**src/rtl/ps2_pkg.sv**
```systemverilog
// ps2_pkg: shared definitions for the PS/2 scan-code register loader.
//   - Scan-code constants for break, extended prefix and Enter.
//   - Frame receiver state encoding.
//   - Scan-code to ASCII lookup. It is compiled only when PS2_REG_LOADER_ASCII_EN
//     is defined.
package ps2_pkg;

  localparam logic [7:0] PS2_BREAK = 8'hF0;
  localparam logic [7:0] PS2_EXT   = 8'hE0;
  localparam logic [7:0] PS2_ENTER = 8'h5A;

  typedef enum logic [1:0] {
    IDLE,
    DATA,
    PARITY,
    STOP
  } ps2_state_t;

`ifdef PS2_REG_LOADER_ASCII_EN
  typedef struct packed {
    logic       hit;
    logic [7:0] code;
  } ps2_ascii_t;

  // Covers the digits 0-9, the letters A-F and space.
  // Any other scan code is reported as a miss.
  function automatic ps2_ascii_t ps2_to_ascii(input logic [7:0] sc);
    ps2_ascii_t r;
    r.hit  = 1'b1;
    r.code = 8'h00;
    case (sc)
      8'h45: r.code = 8'h30;
      8'h16: r.code = 8'h31;
      8'h1E: r.code = 8'h32;
      8'h26: r.code = 8'h33;
      8'h25: r.code = 8'h34;
      8'h2E: r.code = 8'h35;
      8'h36: r.code = 8'h36;
      8'h3D: r.code = 8'h37;
      8'h3E: r.code = 8'h38;
      8'h46: r.code = 8'h39;
      8'h1C: r.code = 8'h41;
      8'h32: r.code = 8'h42;
      8'h21: r.code = 8'h43;
      8'h23: r.code = 8'h44;
      8'h24: r.code = 8'h45;
      8'h2B: r.code = 8'h46;
      8'h29: r.code = 8'h20;
      default: r.hit = 1'b0;
    endcase
    return r;
  endfunction
`endif

endpackage

```
**src/rtl/ps2_frame_rx.sv**
```systemverilog
// ps2_frame_rx: receives PS/2 device-to-host frames.
// The raw PS/2 lines are synchronised into clk and the falling edges of
// ps2_clk are detected. The receiver then walks through the start bit, eight
// data bits (LSB first), the parity bit and the stop bit. Parity must be odd.
// If ps2_clk stops part-way through a frame, the frame is abandoned.
// Ports:
//   clk, rst    system clock and synchronous active-high reset
//   ps2_clk     raw PS/2 clock (asynchronous)
//   ps2_data    raw PS/2 data (asynchronous)
//   rx_byte     last good byte; holds between frames
//   byte_valid  one-cycle pulse when rx_byte is updated
//   frame_err   one-cycle pulse on a start, parity or stop error, or a timeout
//   busy        high while a frame is in progress
module ps2_frame_rx
  import ps2_pkg::*;
#(
  parameter int TIMEOUT_CYC = 50000
) (
  input  logic       clk,
  input  logic       rst,
  input  logic       ps2_clk,
  input  logic       ps2_data,
  output logic [7:0] rx_byte,
  output logic       byte_valid,
  output logic       frame_err,
  output logic       busy
);

  localparam int CNT_W = (TIMEOUT_CYC > 2) ? $clog2(TIMEOUT_CYC) : 1;
  localparam logic [CNT_W-1:0] CNT_MAX = CNT_W'(TIMEOUT_CYC - 1);

  logic [2:0]       clk_sync_q, clk_sync_d;
  logic [1:0]       data_sync_q, data_sync_d;
  ps2_state_t       state_q, state_d;
  logic [2:0]       bit_cnt_q, bit_cnt_d;
  logic [7:0]       shift_q, shift_d;
  logic             parity_q, parity_d;
  logic [CNT_W-1:0] tmo_cnt_q, tmo_cnt_d;
  logic [7:0]       byte_q, byte_d;
  logic             byte_valid_q, byte_valid_d;
  logic             frame_err_q, frame_err_d;

  logic fall;
  logic bit_in;

  // Bit 2 of the clock synchroniser is a delayed copy used only for edge compare.
  assign fall   = clk_sync_q[2] & ~clk_sync_q[1];
  assign bit_in = data_sync_q[1];

  always_ff @(posedge clk) begin
    if (rst) begin
      clk_sync_q   <= 3'b111;
      data_sync_q  <= 2'b11;
      state_q      <= IDLE;
      bit_cnt_q    <= 3'd0;
      shift_q      <= 8'h00;
      parity_q     <= 1'b0;
      tmo_cnt_q    <= '0;
      byte_q       <= 8'h00;
      byte_valid_q <= 1'b0;
      frame_err_q  <= 1'b0;
    end else begin
      clk_sync_q   <= clk_sync_d;
      data_sync_q  <= data_sync_d;
      state_q      <= state_d;
      bit_cnt_q    <= bit_cnt_d;
      shift_q      <= shift_d;
      parity_q     <= parity_d;
      tmo_cnt_q    <= tmo_cnt_d;
      byte_q       <= byte_d;
      byte_valid_q <= byte_valid_d;
      frame_err_q  <= frame_err_d;
    end
  end

  always_comb begin
    clk_sync_d   = {clk_sync_q[1:0], ps2_clk};
    data_sync_d  = {data_sync_q[0], ps2_data};
    state_d      = state_q;
    bit_cnt_d    = bit_cnt_q;
    shift_d      = shift_q;
    parity_d     = parity_q;
    byte_d       = byte_q;
    byte_valid_d = 1'b0;
    frame_err_d  = 1'b0;

    // The watchdog only runs between edges of a frame that is in progress.
    if (state_q == IDLE || fall) begin
      tmo_cnt_d = '0;
    end else begin
      tmo_cnt_d = tmo_cnt_q + CNT_W'(1);
    end

    if (fall) begin
      case (state_q)
        IDLE: begin
          if (!bit_in) begin
            state_d   = DATA;
            bit_cnt_d = 3'd0;
          end else begin
            frame_err_d = 1'b1;
          end
        end
        DATA: begin
          shift_d = {bit_in, shift_q[7:1]};
          if (bit_cnt_q == 3'd7) begin
            state_d = PARITY;
          end else begin
            bit_cnt_d = bit_cnt_q + 3'd1;
          end
        end
        PARITY: begin
          parity_d = bit_in;
          state_d  = STOP;
        end
        STOP: begin
          if (bit_in && (^{parity_q, shift_q})) begin
            byte_d       = shift_q;
            byte_valid_d = 1'b1;
          end else begin
            frame_err_d = 1'b1;
          end
          state_d = IDLE;
        end
        default: state_d = IDLE;
      endcase
    end else if (state_q != IDLE && tmo_cnt_q == CNT_MAX) begin
      frame_err_d = 1'b1;
      state_d     = IDLE;
    end
  end

  assign rx_byte    = byte_q;
  assign byte_valid = byte_valid_q;
  assign frame_err  = frame_err_q;
  assign busy       = (state_q != IDLE);

endmodule

```
**src/rtl/ps2_reg_loader.sv**
```systemverilog
// ps2_reg_loader: loads PS/2 make codes into successive register-file slots.
// Frames are received by ps2_frame_rx. Break (F0) and extended (E0) sequences
// are then filtered out. Enter (5A) rewinds the slot pointer to 0. Every other
// make code is written to the next slot, and the pointer wraps after slot
// NUM_SLOTS-1.
// Optional feature (macro PS2_REG_LOADER_ASCII_EN): codes that pass the filter
// are translated to ASCII. Unmapped codes are dropped.
// Ports:
//   clk, rst   system clock and synchronous active-high reset
//   ps2_clk    raw PS/2 clock (asynchronous)
//   ps2_data   raw PS/2 data (asynchronous)
//   wr_en      one-cycle register-file write strobe
//   wr_addr    slot address; holds between writes
//   wr_data    byte written; holds between writes
//   frame_err  one-cycle pulse on any frame error or timeout
//   busy       high while a frame is in progress
module ps2_reg_loader
  import ps2_pkg::*;
#(
  parameter int NUM_SLOTS   = 6,
  parameter int TIMEOUT_CYC = 50000
) (
  input  logic       clk,
  input  logic       rst,
  input  logic       ps2_clk,
  input  logic       ps2_data,
  output logic       wr_en,
  output logic [3:0] wr_addr,
  output logic [7:0] wr_data,
  output logic       frame_err,
  output logic       busy
);

  localparam logic [3:0] PTR_LAST = 4'(NUM_SLOTS - 1);

  logic [7:0] rx_byte;
  logic       byte_valid;

  logic [3:0] ptr_q, ptr_d;
  logic       brk_q, brk_d;
  logic       ext_q, ext_d;
  logic       wr_en_q, wr_en_d;
  logic [3:0] wr_addr_q, wr_addr_d;
  logic [7:0] wr_data_q, wr_data_d;

`ifdef PS2_REG_LOADER_ASCII_EN
  ps2_ascii_t lut;
`endif

  ps2_frame_rx #(
    .TIMEOUT_CYC(TIMEOUT_CYC)
  ) u_rx (
    .clk       (clk),
    .rst       (rst),
    .ps2_clk   (ps2_clk),
    .ps2_data  (ps2_data),
    .rx_byte   (rx_byte),
    .byte_valid(byte_valid),
    .frame_err (frame_err),
    .busy      (busy)
  );

  always_ff @(posedge clk) begin
    if (rst) begin
      ptr_q     <= 4'd0;
      brk_q     <= 1'b0;
      ext_q     <= 1'b0;
      wr_en_q   <= 1'b0;
      wr_addr_q <= 4'd0;
      wr_data_q <= 8'h00;
    end else begin
      ptr_q     <= ptr_d;
      brk_q     <= brk_d;
      ext_q     <= ext_d;
      wr_en_q   <= wr_en_d;
      wr_addr_q <= wr_addr_d;
      wr_data_q <= wr_data_d;
    end
  end

  // The filter order matters. A pending break swallows the next code, even
  // Enter. Enter rewinds the pointer even after an E0 prefix.
  always_comb begin
    ptr_d     = ptr_q;
    brk_d     = brk_q;
    ext_d     = ext_q;
    wr_en_d   = 1'b0;
    wr_addr_d = wr_addr_q;
    wr_data_d = wr_data_q;
`ifdef PS2_REG_LOADER_ASCII_EN
    lut = ps2_to_ascii(rx_byte);
`endif

    if (byte_valid) begin
      if (rx_byte == PS2_EXT) begin
        ext_d = 1'b1;
      end else if (rx_byte == PS2_BREAK) begin
        brk_d = 1'b1;
      end else if (brk_q) begin
        brk_d = 1'b0;
        ext_d = 1'b0;
      end else if (rx_byte == PS2_ENTER) begin
        ptr_d = 4'd0;
        ext_d = 1'b0;
      end else if (ext_q) begin
        ext_d = 1'b0;
      end else begin
`ifdef PS2_REG_LOADER_ASCII_EN
        if (lut.hit) begin
          wr_en_d   = 1'b1;
          wr_addr_d = ptr_q;
          wr_data_d = lut.code;
          ptr_d     = (ptr_q == PTR_LAST) ? 4'd0 : ptr_q + 4'd1;
        end
`else
        wr_en_d   = 1'b1;
        wr_addr_d = ptr_q;
        wr_data_d = rx_byte;
        ptr_d     = (ptr_q == PTR_LAST) ? 4'd0 : ptr_q + 4'd1;
`endif
      end
    end
  end

  assign wr_en   = wr_en_q;
  assign wr_addr = wr_addr_q;
  assign wr_data = wr_data_q;

endmodule

```
**config.mk**
```make
export PLATFORM = sky130hd
export DESIGN_NAME = ps2_reg_loader
export DESIGN_NICKNAME = d
export VERILOG_FILES = /design/src/rtl/ps2_pkg.sv /design/src/rtl/ps2_frame_rx.sv /design/src/rtl/ps2_reg_loader.sv
export SDC_FILE = /design/constraint.sdc
export NUM_CORES = 1
export LEC_CHECK = 0
export CORE_ASPECT_RATIO = 1.4
export CORE_MARGIN = 1
export CORE_UTILIZATION = 55
export DETAILED_ROUTE_END_ITERATION = 10
export MAX_ROUTING_LAYER = met4
export PLACE_DENSITY = 0.86
export SYNTH_ARGS = -nofsm -noshare
export SYNTH_HDL_FRONTEND = slang
export SYNTH_SLANG_ARGS = --single-unit
```
**constraint.sdc**
```tcl
create_clock -name clk -period 4 [get_ports clk]
set_input_delay 0.6 -clock clk [delete_from_list [all_inputs] [get_ports clk]]
set_output_delay 0.6 -clock clk [all_outputs]
set_load 0.1 [all_outputs]
```
==> results summary, run 1 <==
STA puts the critical path data required time at 3.40 ns. The weighted congestion reported at the end of routability-driven placement came out at 0.879. The type of the worst setup path is reg2out. The floorplan step defined a core boundary enclosing 4640 µm². The library cells used most frequently in the layout, excluding fill and tap cells, are dfxtp_1, nor2_1, nand2_1. The deepest clock path buffer count came out at 2.

The cell occurring most often along the worst timing path is inv_1. The post-synthesis to final-layout area growth came out at 15.9%. The setup slack on the worst flop-to-flop path came out at 1.86 ns. The synthesized netlist net count came out at 308. The antenna violation net count after detailed routing is 0. The met3 wirelength from detailed routing is 133 µm.

The slowest stage of the critical path is the clkdlybuf4s50_1 cell. The largest fanout on the critical path is 7. The setup fix buffers added after clock tree synthesis is 0. The number of enable-type register cells in the synthesized netlist came out at 0. The worst setup path is launched from a register. The leading cell type in the layout, fill and taps excluded is dfxtp_1. The leakage power total came out at 1.13 nW.

The final routed DRC violation total came out at 0. The die span in x is 61.4 µm. The internal power of the cells is 966 µW. For this run, the post-layout net count is 329. The final global-route overflow total came out at 0.

The via count of the routed design is 2044. The count of cells along the worst register-to-register path is 5. The endpoint identified for the worst register-to-register timing path is u_rx.frame_err. Detailed placement ended at an HPWL of 3230 µm.

The arrival time at the worst endpoint came out at 2.31 ns. The total power after layout is 1.20 mW. Pin placement for this block handled 19 I/O pins. The first TritonRoute pass finished after 4 iterations. By area the synthesized netlist is led by dfxtp_1, mux2i_1, nor2_1. Clock tree synthesis inserted a total of 9 buffers. The CTS sink count came out at 64.

Clock tree synthesis selected as its root buffer the cell clkbuf_8. The global-route wire length before repair came out at 8360 µm. The power density of the placed cells is 382 nW/µm².

The via count of the first global-routing pass came out at 1971. The number of gates resized after cts came out at 0. The worst hold path belongs to the class reg2reg.

The sum of met2 wire segment lengths after detailed routing came out at 2530 µm. The warning count from the yosys run is 0. The average instance in the mapped netlist occupies 9.24 µm². The startpoint identified for the worst register-to-register timing path is u_rx.tmo_cnt_q[0].

In this run the power spent charging and discharging nets is 238 µW. The cell area that synthesis handed to floorplanning was 2720 µm². The total negative slack came out at 0 ns. The number of distinct library cell variants in the gate-level netlist after synthesis is 36. TritonCTS built the clock tree.

Counting flops with an async set or reset pin after synthesis yields a share of 0%. The post-layout minimum cycle time is 2.91 ns. Counting every instance in the synthesized netlist gives 294. The critical path goes through inv_1 > ha_1 > inv_1 > clkdlybuf4s50_1. The detail-routed via count per cell is 5.35.

At the later pin of the worst-skew pair, clock insertion delay measures 0.33 ns. Buffers placed on the I/O ports in this run total 18. The part of the total power dissipated in the clock network is 45.1%.

The hold buffer count at CTS is 0. The clock transition at the register clock pins on the worst setup and hold paths after CTS is 0.06 ns. The sum of routed wire segments on met1 came out at 2080 µm.

Row generation in the floorplan step produced 29 rows. Setup repair after global routing left no endpoint under its margin. STA classifies the critical path endpoint as an output port. The worst voltage drop across the vdd grid is 0.000312 V. The routed wirelength normalized by instance count is 12.7 µm. The number of antenna diodes is 0. The actual transition at the worst max-transition pin is 0.993 ns. In this run the most critical hold path is launched from u_rx.clk_sync_q[0]. The final hold violation count came out at 0.

The die boundary height is 85.2 µm. The total wirelength of the detailed-routed design is 4850 µm. Counting flops and latches in the post-synthesis netlist gives 64. The top-area cell type share of the netlist area came out at 47.2%. Once the floorplan was initialized, standard cells occupied 58.5% of the core. Across the routed clock network, the largest skew measured is 0.00593 ns. The die area is 5230 µm².

The count of final max-slew check failures came out at 0. The H-tree depth reported by CTS came out at 3. The sequential cell area fraction in the yosys report came out at 47.2%.

The topmost layer with routed signal wires is met4. Tracing the worst setup path back leads to its startpoint at u_rx.state_q[0]. The path with the worst hold slack has its endpoint at u_rx.clk_sync_q[1]. The fraction of power spent switching nets is 19.8%.

Measured against its own limit, the worst slew margin works out to 33.7%. The final-report setup violation count is 0. The first routing iteration left 81 violations.

Across every metal layer, demand over resource in global routing totals 22.2%. The number of antenna violations at the first check in global routing was 0. The share of the clock period used by the worst path after layout is 72.8%. The maximum number of pins on one net before global-route repair is 47. The share of total power in combinational logic is 1.6%. The hold path depth came out at 1. The run finished with clean final reports.

The critical path's largest stage delay came out at 1.13 ns. Among all flip-flop cells after synthesis, the most frequent one is dfxtp_1. The proportion of layout cells with a drive suffix above 1 is 8.44%. dfxtp_1 takes more of the synthesized area than any other cell.

The count of max-cap constraint violations came out at 0. The part of the total power dissipated in sequential elements is 53.2%. The achievable frequency is 0.343 GHz.
[final cells by class]
type                       instances  area, µm²
clock buffer                      13        159
clock inverter                     3       40.0
fill                             398       1500
inverter                          10       37.5
multi-input combinational        210       1360
sequential                        64       1280
tap                               62       77.6
timing repair buffer              20        195
[synth_stat cells (3+ instances only)]
library cell	count
or2_2	6
nand4_1	5
inv_1	10
nor2_1	44
ha_1	10
or3_1	6
nor4_1	4
clkbuf_1	9
dfxtp_1	64
a21oi_1	25
o21ai_0	4
xor2_1	7
nor3_1	3
nand3_1	15
mux2i_1	21
nand2_1	26
xnor2_1	8
[sequential cells by signal, summed over array words and instances, names as in the netlist, 3 cells and up]
name             flops
wr_data              8
ptr_q                4
u_rx.shift_q         8
wr_addr              4
u_rx.bit_cnt_q       3
u_rx.rx_byte         8
u_rx.clk_sync_q      3
u_rx.tmo_cnt_q      16
[worst max path at each step]
stage	endpoint
2_1_floorplan	busy
3_3_place_gp	busy
3_5_place_dp	busy
4_1_cts	busy
5_1_grt	busy
6_report	busy
[stage by stage]
step	instance area [µm²]	setup WS [ns]	hold WS [ns]	util, %	std cells
after floorplan	2720	2.11	0.389	-	294
after global placement	2950	1.50	0.391	63.5	366
after detailed placement	2950	1.45	0.395	63.5	366
after CTS	3150	1.06	0.411	67.8	382
after global routing	3150	1.00	0.419	67.8	382
final	3150	1.09	0.409	67.8	382
[power groups by stage]
| stage | registers (mW) | logic (mW) | clock network (mW) |
|---|---|---|---|
| final | 0.641 | 0.0198 | 0.543 |
| after global routing | 0.641 | 0.0216 | 0.586 |
| after CTS | 0.641 | 0.0199 | 0.560 |
| after detailed placement | 0.655 | 0.0197 | 0 |
| after global placement | 0.655 | 0.0195 | 0 |
| after floorplan | 0.657 | 0.0118 | 0 |
[critical path, delay by kind of cell, from the launching register on]
kind,cells,cell delay [ns]
flip-flops,1,0.38
buffers and inverters,3,1.32
adder cells (fa/ha/maj),1,0.29
[metal layers]
layer	GRT usage (%)	vias to the layer above
li1	-	1054
met1	23.1	950
met2	35.8	31
met3	8.08	9
met4	11.3	0
met5	-	-
[cells by family (layout without fill, tap and decap cells)]
kind of cell | count (synthesis) | in the layout | share of synthesized area (%)
compound gates | 37 | 37 | 8.01
mux | 22 | 22 | 8.57
simple gates | 124 | 124 | 22.2
buf+inv | 20 | 46 | 2.81
xor+xnor | 17 | 17 | 6.59
flops | 64 | 64 | 47.2
fa+ha+maj | 10 | 10 | 4.61
Note: power is estimated with default switching activity, not from simulation.
==> inputs of run 2 (changes only) <==
==> constraint.sdc (replaced) <==
create_clock -name clk -period 3.05 [get_ports clk]
set_input_delay 0.4575 -clock clk [delete_from_list [all_inputs] [get_ports clk]]
set_output_delay 0.4575 -clock clk [all_outputs]
set_load 0.1 [all_outputs]
==> results summary, run 2 (synthesis results as in run 1) <==
The starting density of the core was 58.5% (unchanged). The worst hold path terminates at u_rx.data_sync_q[1]. The proportion of layout cells with a drive suffix above 1 is 13.4% (+5.0 points).

The number of antenna diodes is 0 (unchanged). The critical path goes through inv_1 > ha_1 > inv_1 > buf_4. The post-place instance area is 2920 µm² (-1.0%). The length of the first detailed-routing pass in iterations is 5 (+1). The worst-case clock skew is 0.00655 ns (+0.000621 ns).

The core utilization of the finished layout is 67.6% (-0.19 points). The actual transition at the worst max-transition pin came out at 0.656 ns (-0.336 ns). The die span in x came out at 61.4 µm (unchanged). The clock latency at the later pin of the worst-skew pair came out at 0.34 ns (about the same). The number of flip-flops in the largest register is 16 (unchanged). The power density of the placed cells is 531 nW/µm² (+39%). The sum of buffers and inverters on the critical path is 3 (unchanged). Setup repair after global routing left no endpoint under its margin. Compared with the post-synthesis result, the final layout area differs by 15.6%. The worst endpoint required time came to 2.59 ns (-0.81 ns).

The deepest clock path buffer count came out at 2 (unchanged). The part of the total power dissipated in the clock network was 48.0% (+2.9 points). The global-route wire length before repair was 8010 µm (-4.1%). The run finished with clean final reports. TritonCTS built the clock tree.

The final routed DRC violation total came to 0 (unchanged). The weighted congestion reported at the end of routability-driven placement is 0.817 (-7.1%). The setup slack on the worst flop-to-flop path is 1.11 ns (-0.75 ns). The switching power summed over all nets is 320 µW (+34%). The routed wirelength normalized by instance count is 13.0 µm (+2.6%). The endpoint of the worst-slack reg-to-reg timing path is u_rx.rx_byte[5]. The worst setup path is of the reg2out kind. The critical path's largest stage delay is 0.38 ns (-0.75 ns). The startpoint of the worst hold path is u_rx.data_sync_q[0]. In the layout the commonest cells are dfxtp_1, nor2_1, nand2_1. The number of buffers added on ports is 18 (unchanged). The number of DRC markers in iteration 0 is 96 (+19%). The slowest stage of the critical path is the dfxtp_1 cell. In this run the clock root is driven by a clkbuf_8. Grouping stages by cell kind, the critical path spends the most delay in buffers and inverters. The count of max-cap constraint violations came out at 0 (unchanged). The final cell area excluding filler cells was 3140 µm² (-0.28%). The total negative slack is 0 ns (unchanged).

The leading cell type in the layout, fill and taps excluded is dfxtp_1. The total global-route track usage is 21.4% (-0.85 points). The H-tree depth reported by CTS was 3 (unchanged).

The number of buffers created by CTS came out at 9 (unchanged). The detail-routed via count per cell is 5.46 (+2.1%). The post-layout minimum cycle time is 1.94 ns.

The core footprint is 4640 µm² (unchanged). Ranked by flip-flop count, first place goes to u_rx.tmo_cnt_q. The count of pins on the block boundary is 19 (unchanged). The clock transition at the register clock pins on the worst setup and hold paths after CTS came out at 0.07 ns (about the same). The worst register-to-register path begins at u_rx.shift_q[2].

The part of the total power dissipated in sequential elements is 50.4% (-2.8 points). The final hold violation count came out at 0 (unchanged). The total power after layout came to 1.67 mW (+38%). The number of instances in the placed design was 367 (+0.27%). The maximum number of pins on one net before global-route repair is 46 (-2.1%). The final-report setup violation count came to 0 (unchanged). The setup fix buffers added after clock tree synthesis came out at 0 (unchanged). The number of gates resized after cts came out at 0 (unchanged).

The share of total power in combinational logic is 1.6% (about the same). The leakage power total came out at 1.17 nW (+4.0%). The min-delay analysis places its worst path in the category reg2reg. The hold path depth came to 1 (unchanged).

The share of the clock period used by the worst path after layout is 63.7%. The HPWL after detailed placement came out at 3390 µm (+5.0%). The die area came out at 5230 µm² (unchanged). The final cell count without fillers came to 382 (unchanged). The hold buffer count at CTS came to 0 (unchanged).

The total number of nets in the final design came out at 330 (+0.30%). The final global-route overflow total is 0 (unchanged). The fraction of power spent switching nets came out at 19.2% (-0.59 points). The relative slew slack came out at 56.1% (+22 points). The achievable frequency came out at 0.514 GHz. The kind of capture point of the worst setup path is an output port. The worst voltage drop across the vdd grid came out at 0.000347 V (+11%). The largest fanout on the critical path came out at 7 (unchanged). The die boundary height is 85.2 µm (unchanged). The via count of the first global-routing pass came out at 1964 (-0.36%).

The number of core rows came out at 29 (unchanged). The count of cells along the worst register-to-register path was 5 (unchanged). The count of final max-slew check failures came out at 0 (unchanged). The antenna violation net count after detailed routing is 0 (unchanged). The total wirelength of the detailed-routed design was 4970 µm (+2.6%). The worst setup path is launched from a register. The arrival time at the worst endpoint is 1.49 ns (-0.82 ns). Among the stages of the critical path, the cell type that occurs most often is inv_1. The number of antenna violations at the first check in global routing is 0 (unchanged). The internal power of the cells came out at 1.35 mW (+39%). The via count of the routed design came to 2086 (+2.1%).

The CTS sink count was 64 (unchanged).
## run 2: power groups by stage
stage | sequential [mW] | combinational [mW] | clock (mW)
2_1_floorplan | 0.861 | 0.0154 | 0
3_3_place_gp | 0.859 | 0.0267 | 0
3_5_place_dp | 0.859 | 0.0270 | 0
4_1_cts | 0.840 | 0.0271 | 0.818
5_1_grt | 0.840 | 0.0292 | 0.853
6_report | 0.841 | 0.0269 | 0.799
## run 2: worst max-delay path by stage
stage	startpoint	to	slack, ns	cells after the start
after detailed placement	u_rx.shift_q[2]	u_rx.rx_byte[5]	1.12	5
final	u_rx.state_q[0]	busy	1.11	4
after global routing	u_rx.shift_q[2]	u_rx.rx_byte[5]	1.01	5
after floorplan	u_rx.state_q[0]	busy	1.30	3
after global placement	u_rx.shift_q[2]	u_rx.rx_byte[2]	1.18	5
after CTS	u_rx.state_q[0]	busy	1.08	4
## run 2: cell type report
cell class                      count  area (µm²)
Tap cell                           62        77.6
Clock inverter                      3        65.1
Timing Repair Buffer               21         165
Clock buffer                       12         155
Multi-Input combinational cell    210        1360
Sequential cell                    64        1280
Fill cell                         392        1500
Inverter                           10        37.5
## run 2: stage by stage
step	setup WS [ns]	hold slack, ns
finish	1.11	0.411
CTS	1.08	0.413
detailed placement	1.12	0.399
global route	1.01	0.437
floorplan	1.30	0.389
global placement	1.18	0.393
## run 2: metal layers
metal	vias to the layer above	track usage (%)	routed length, µm
li1	1054	-	-
met1	986	21.1	2050
met2	34	36.8	2660
met3	12	5.95	147
met4	0	10.9	111
met5	-	-	0
==> inputs of run 3 (changes only) <==
==> constraint.sdc (replaced) <==
create_clock -name clk -period 2 [get_ports clk]
set_input_delay 0.3 -clock clk [delete_from_list [all_inputs] [get_ports clk]]
set_output_delay 0.3 -clock clk [all_outputs]
set_load 0.1 [all_outputs]
==> results summary, run 3 (synthesis results as in run 1) <==
The global routing's busiest layer is met2. The relative slew slack is 55.1% (-1.1 points). The setup slack on the worst flop-to-flop path was 0.10 ns (-1.00 ns).

The leakage power total came out at 1.20 nW (+2.7%). Timing would allow up to 0.527 GHz. In this design, the largest share of critical-path delay is due to XOR/XNOR gates. The switching power summed over all nets came out at 508 µW (+59%). u_rx.tmo_cnt_q holds more flip-flops than any other register. The final cell area excluding filler cells came out at 3220 µm² (+2.5%).

The master cell of the clock root buffer is clkbuf_8. The number of buffers created by CTS is 9 (unchanged). The final hold violation count is 0 (unchanged).

The count of cells along the worst register-to-register path came out at 6 (+1). The clock latency at the later pin of the worst-skew pair is 0.34 ns (about the same). The count of pins on the block boundary is 19 (unchanged).

Leaving out fill and tap cells, the most frequent cell in the layout is dfxtp_1. The H-tree depth reported by CTS is 3 (unchanged). The worst setup path is of the reg2reg kind. The share of total power in combinational logic is 1.7% (about the same).

The largest individual stage delay along the critical path comes from the cell xnor3_2. The arrival time at the worst endpoint is 2.12 ns (+0.63 ns). The total global-route track usage is 22.6% (+1.2 points). The number of instances in the placed design came out at 372 (+1.4%). The worst hold slack is 0.409 ns (-0.00123 ns). The maximum number of pins on one net before global-route repair came out at 27 (-41%).

The final critical path takes up 94.9% of the cycle. The count of final max-slew check failures came to 0 (unchanged). The deepest clock path buffer count came out at 2 (unchanged). The proportion of layout cells with a drive suffix above 1 is 15.6% (+2.2 points).

The part of the total power dissipated in the clock network is 47.7% (-0.3 points). The number of buffers added on ports came out at 18 (unchanged). The length of the first detailed-routing pass in iterations came to 4 (-1). The number of core rows is 29 (unchanged). The weighted congestion reported at the end of routability-driven placement was 0.849 (+3.9%). The path class of the tightest hold or removal check is reg2reg. The flow ran to the end, and the final reports show no timing, DRC or antenna violations. The endpoint of the worst hold path is u_rx.clk_sync_q[1].

The HPWL after detailed placement came to 3420 µm (+0.84%). The global-route track usage on met1 is 24.0% (+2.9 points). The detail-routed via count per cell is 5.36 (-1.8%). The sum of buffers and inverters on the critical path came out at 1 (-2). The post-place instance area came out at 2970 µm² (+1.7%). The final cell count without fillers is 389 (+1.8%).

The antenna violation net count after detailed routing came out at 0 (unchanged). The hold path depth is 1 (unchanged). The critical path starts at u_rx.shift_q[1]. The via count of the first global-routing pass is 1964 (unchanged).

The hold buffer count at CTS came out at 0 (unchanged). The worst hold path begins at u_rx.clk_sync_q[0]. The post-synthesis to final-layout area growth is 18.5%.

The part of the total power dissipated in sequential elements came to 50.6% (+0.2 points). The starting density of the core is 58.5% (unchanged). The power density of the placed cells came out at 788 nW/µm² (+48%). The final routed DRC violation total is 0 (unchanged). The global-route wire length before repair was 8520 µm (+6.4%). The actual transition at the worst max-transition pin came to 0.672 ns (+0.0161 ns). The worst voltage drop across the vdd grid is 0.000574 V (+65%).

The worst setup path is captured at a register. The worst endpoint required time came to 2.23 ns (-0.36 ns). The worst-case clock skew is 0.00739 ns (+0.000838 ns). The core footprint came to 4640 µm² (unchanged). The met2 global-route usage is 37.5% (+0.79 points). The core utilization of the finished layout is 69.3% (+1.7 points). The count of max-cap constraint violations came out at 0 (unchanged). The final-report setup violation count is 0 (unchanged). The routed wirelength normalized by instance count is 13.0 µm (about the same). The total wirelength of the detailed-routed design came to 5060 µm (+1.8%). The slack of the critical path is 0.101 ns (-1.00 ns). The largest fanout on the critical path came to 9 (+2). The number of DRC markers in iteration 0 is 81 (-16%).

The CTS tree is built. The die area came out at 5230 µm² (unchanged). The CTS sink count came out at 64 (unchanged). The number of antenna diodes is 0 (unchanged). The worst-case setup slack after placement is 0.0842 ns (-1.03 ns). The fraction of power spent switching nets is 20.0% (+0.84 points).

The total number of nets in the final design is 336 (+1.8%). The via count of the routed design came to 2085 (-0.048%). The number of flip-flops in the largest register is 16 (unchanged). The internal power of the cells is 2.03 mW (+51%). The post-layout minimum cycle time is 1.90 ns. The number of antenna violations at the first check in global routing is 0 (unchanged).

The final global-route overflow total is 0 (unchanged). The endpoint identified for the worst register-to-register timing path is u_rx.rx_byte[4]. The kind of start point of the critical path is a register. The die span in x was 61.4 µm (unchanged). The clock transition at the register clock pins on the worst setup and hold paths after CTS came out at 0.07 ns (about the same). The fraction of met3 tracks used by global routing is 5.64% (-0.30 points). The reg-to-reg startpoint is u_rx.shift_q[1]. The library cells used most frequently in the layout, excluding fill and tap cells, are dfxtp_1, nor2_1, nand2_1. The critical path goes through xor2_1 > xnor3_2 > mux2i_4 > buf_12 > mux2i_1 > nor2_1. The die boundary height is 85.2 µm (unchanged). The critical path's largest stage delay is 0.49 ns (+0.11 ns).
## run 3: changes by cell type in the layout (fill, tap and decap cells not counted)
cell	change
buf_4	+4
buf_12	+2
clkinvlp_4	+2
clkbuf_8	-1
nor4_1	-1
nor4_2	+1
## run 3: power groups by stage
stage               combinational (mW)  sequential [mW]  clock (mW)
floorplan                       0.0235             1.31           0
finish                          0.0428             1.28        1.21
detailed placement              0.0426             1.31           0
global placement                0.0419             1.31           0
global route                    0.0468             1.28        1.29
CTS                             0.0428             1.28        1.23
## run 3: how the worst max path moves through the flow
stage / endpoint / slack (ns) / cells past startpoint
final: u_rx.rx_byte[4] / 0.10 / 6
after global routing: u_rx.state_q[0] / -0.01 / 6
after CTS: u_rx.rx_byte[4] / 0.05 / 5
after detailed placement: u_rx.rx_byte[4] / 0.08 / 5
after global placement: u_rx.state_q[0] / 0.18 / 6
after floorplan: u_rx.rx_byte[7] / 0.28 / 5
## run 3: metrics by stage
stage	total power [mW]	TNS (ns)
floorplan	1.34	0
global placement	1.35	0
detailed placement	1.35	0
CTS	2.56	0
global route	2.62	-0.0104
finish	2.53	0
## run 3: final cells by class
class                      instances  area, µm²
timing repair buffer              27        235
inverter                          10       37.5
tap                               62       77.6
multi-input combinational        210       1370
fill                             376       1430
clock inverter                     5       80.1
sequential                        64       1280
clock buffer                      11        141
## run 3: layer usage
layer  up-vias  wire length (µm)
met1       966              2110
met3        14               162
met4         0               159
met5         -                 0
met2        40              2630
li1       1065                 -
## run 3: timing repair
item	4_1_cts	5_1_grt
setup buffers	0	1
gates resized for setup	0	1
endpoints found under the setup margin	0	5
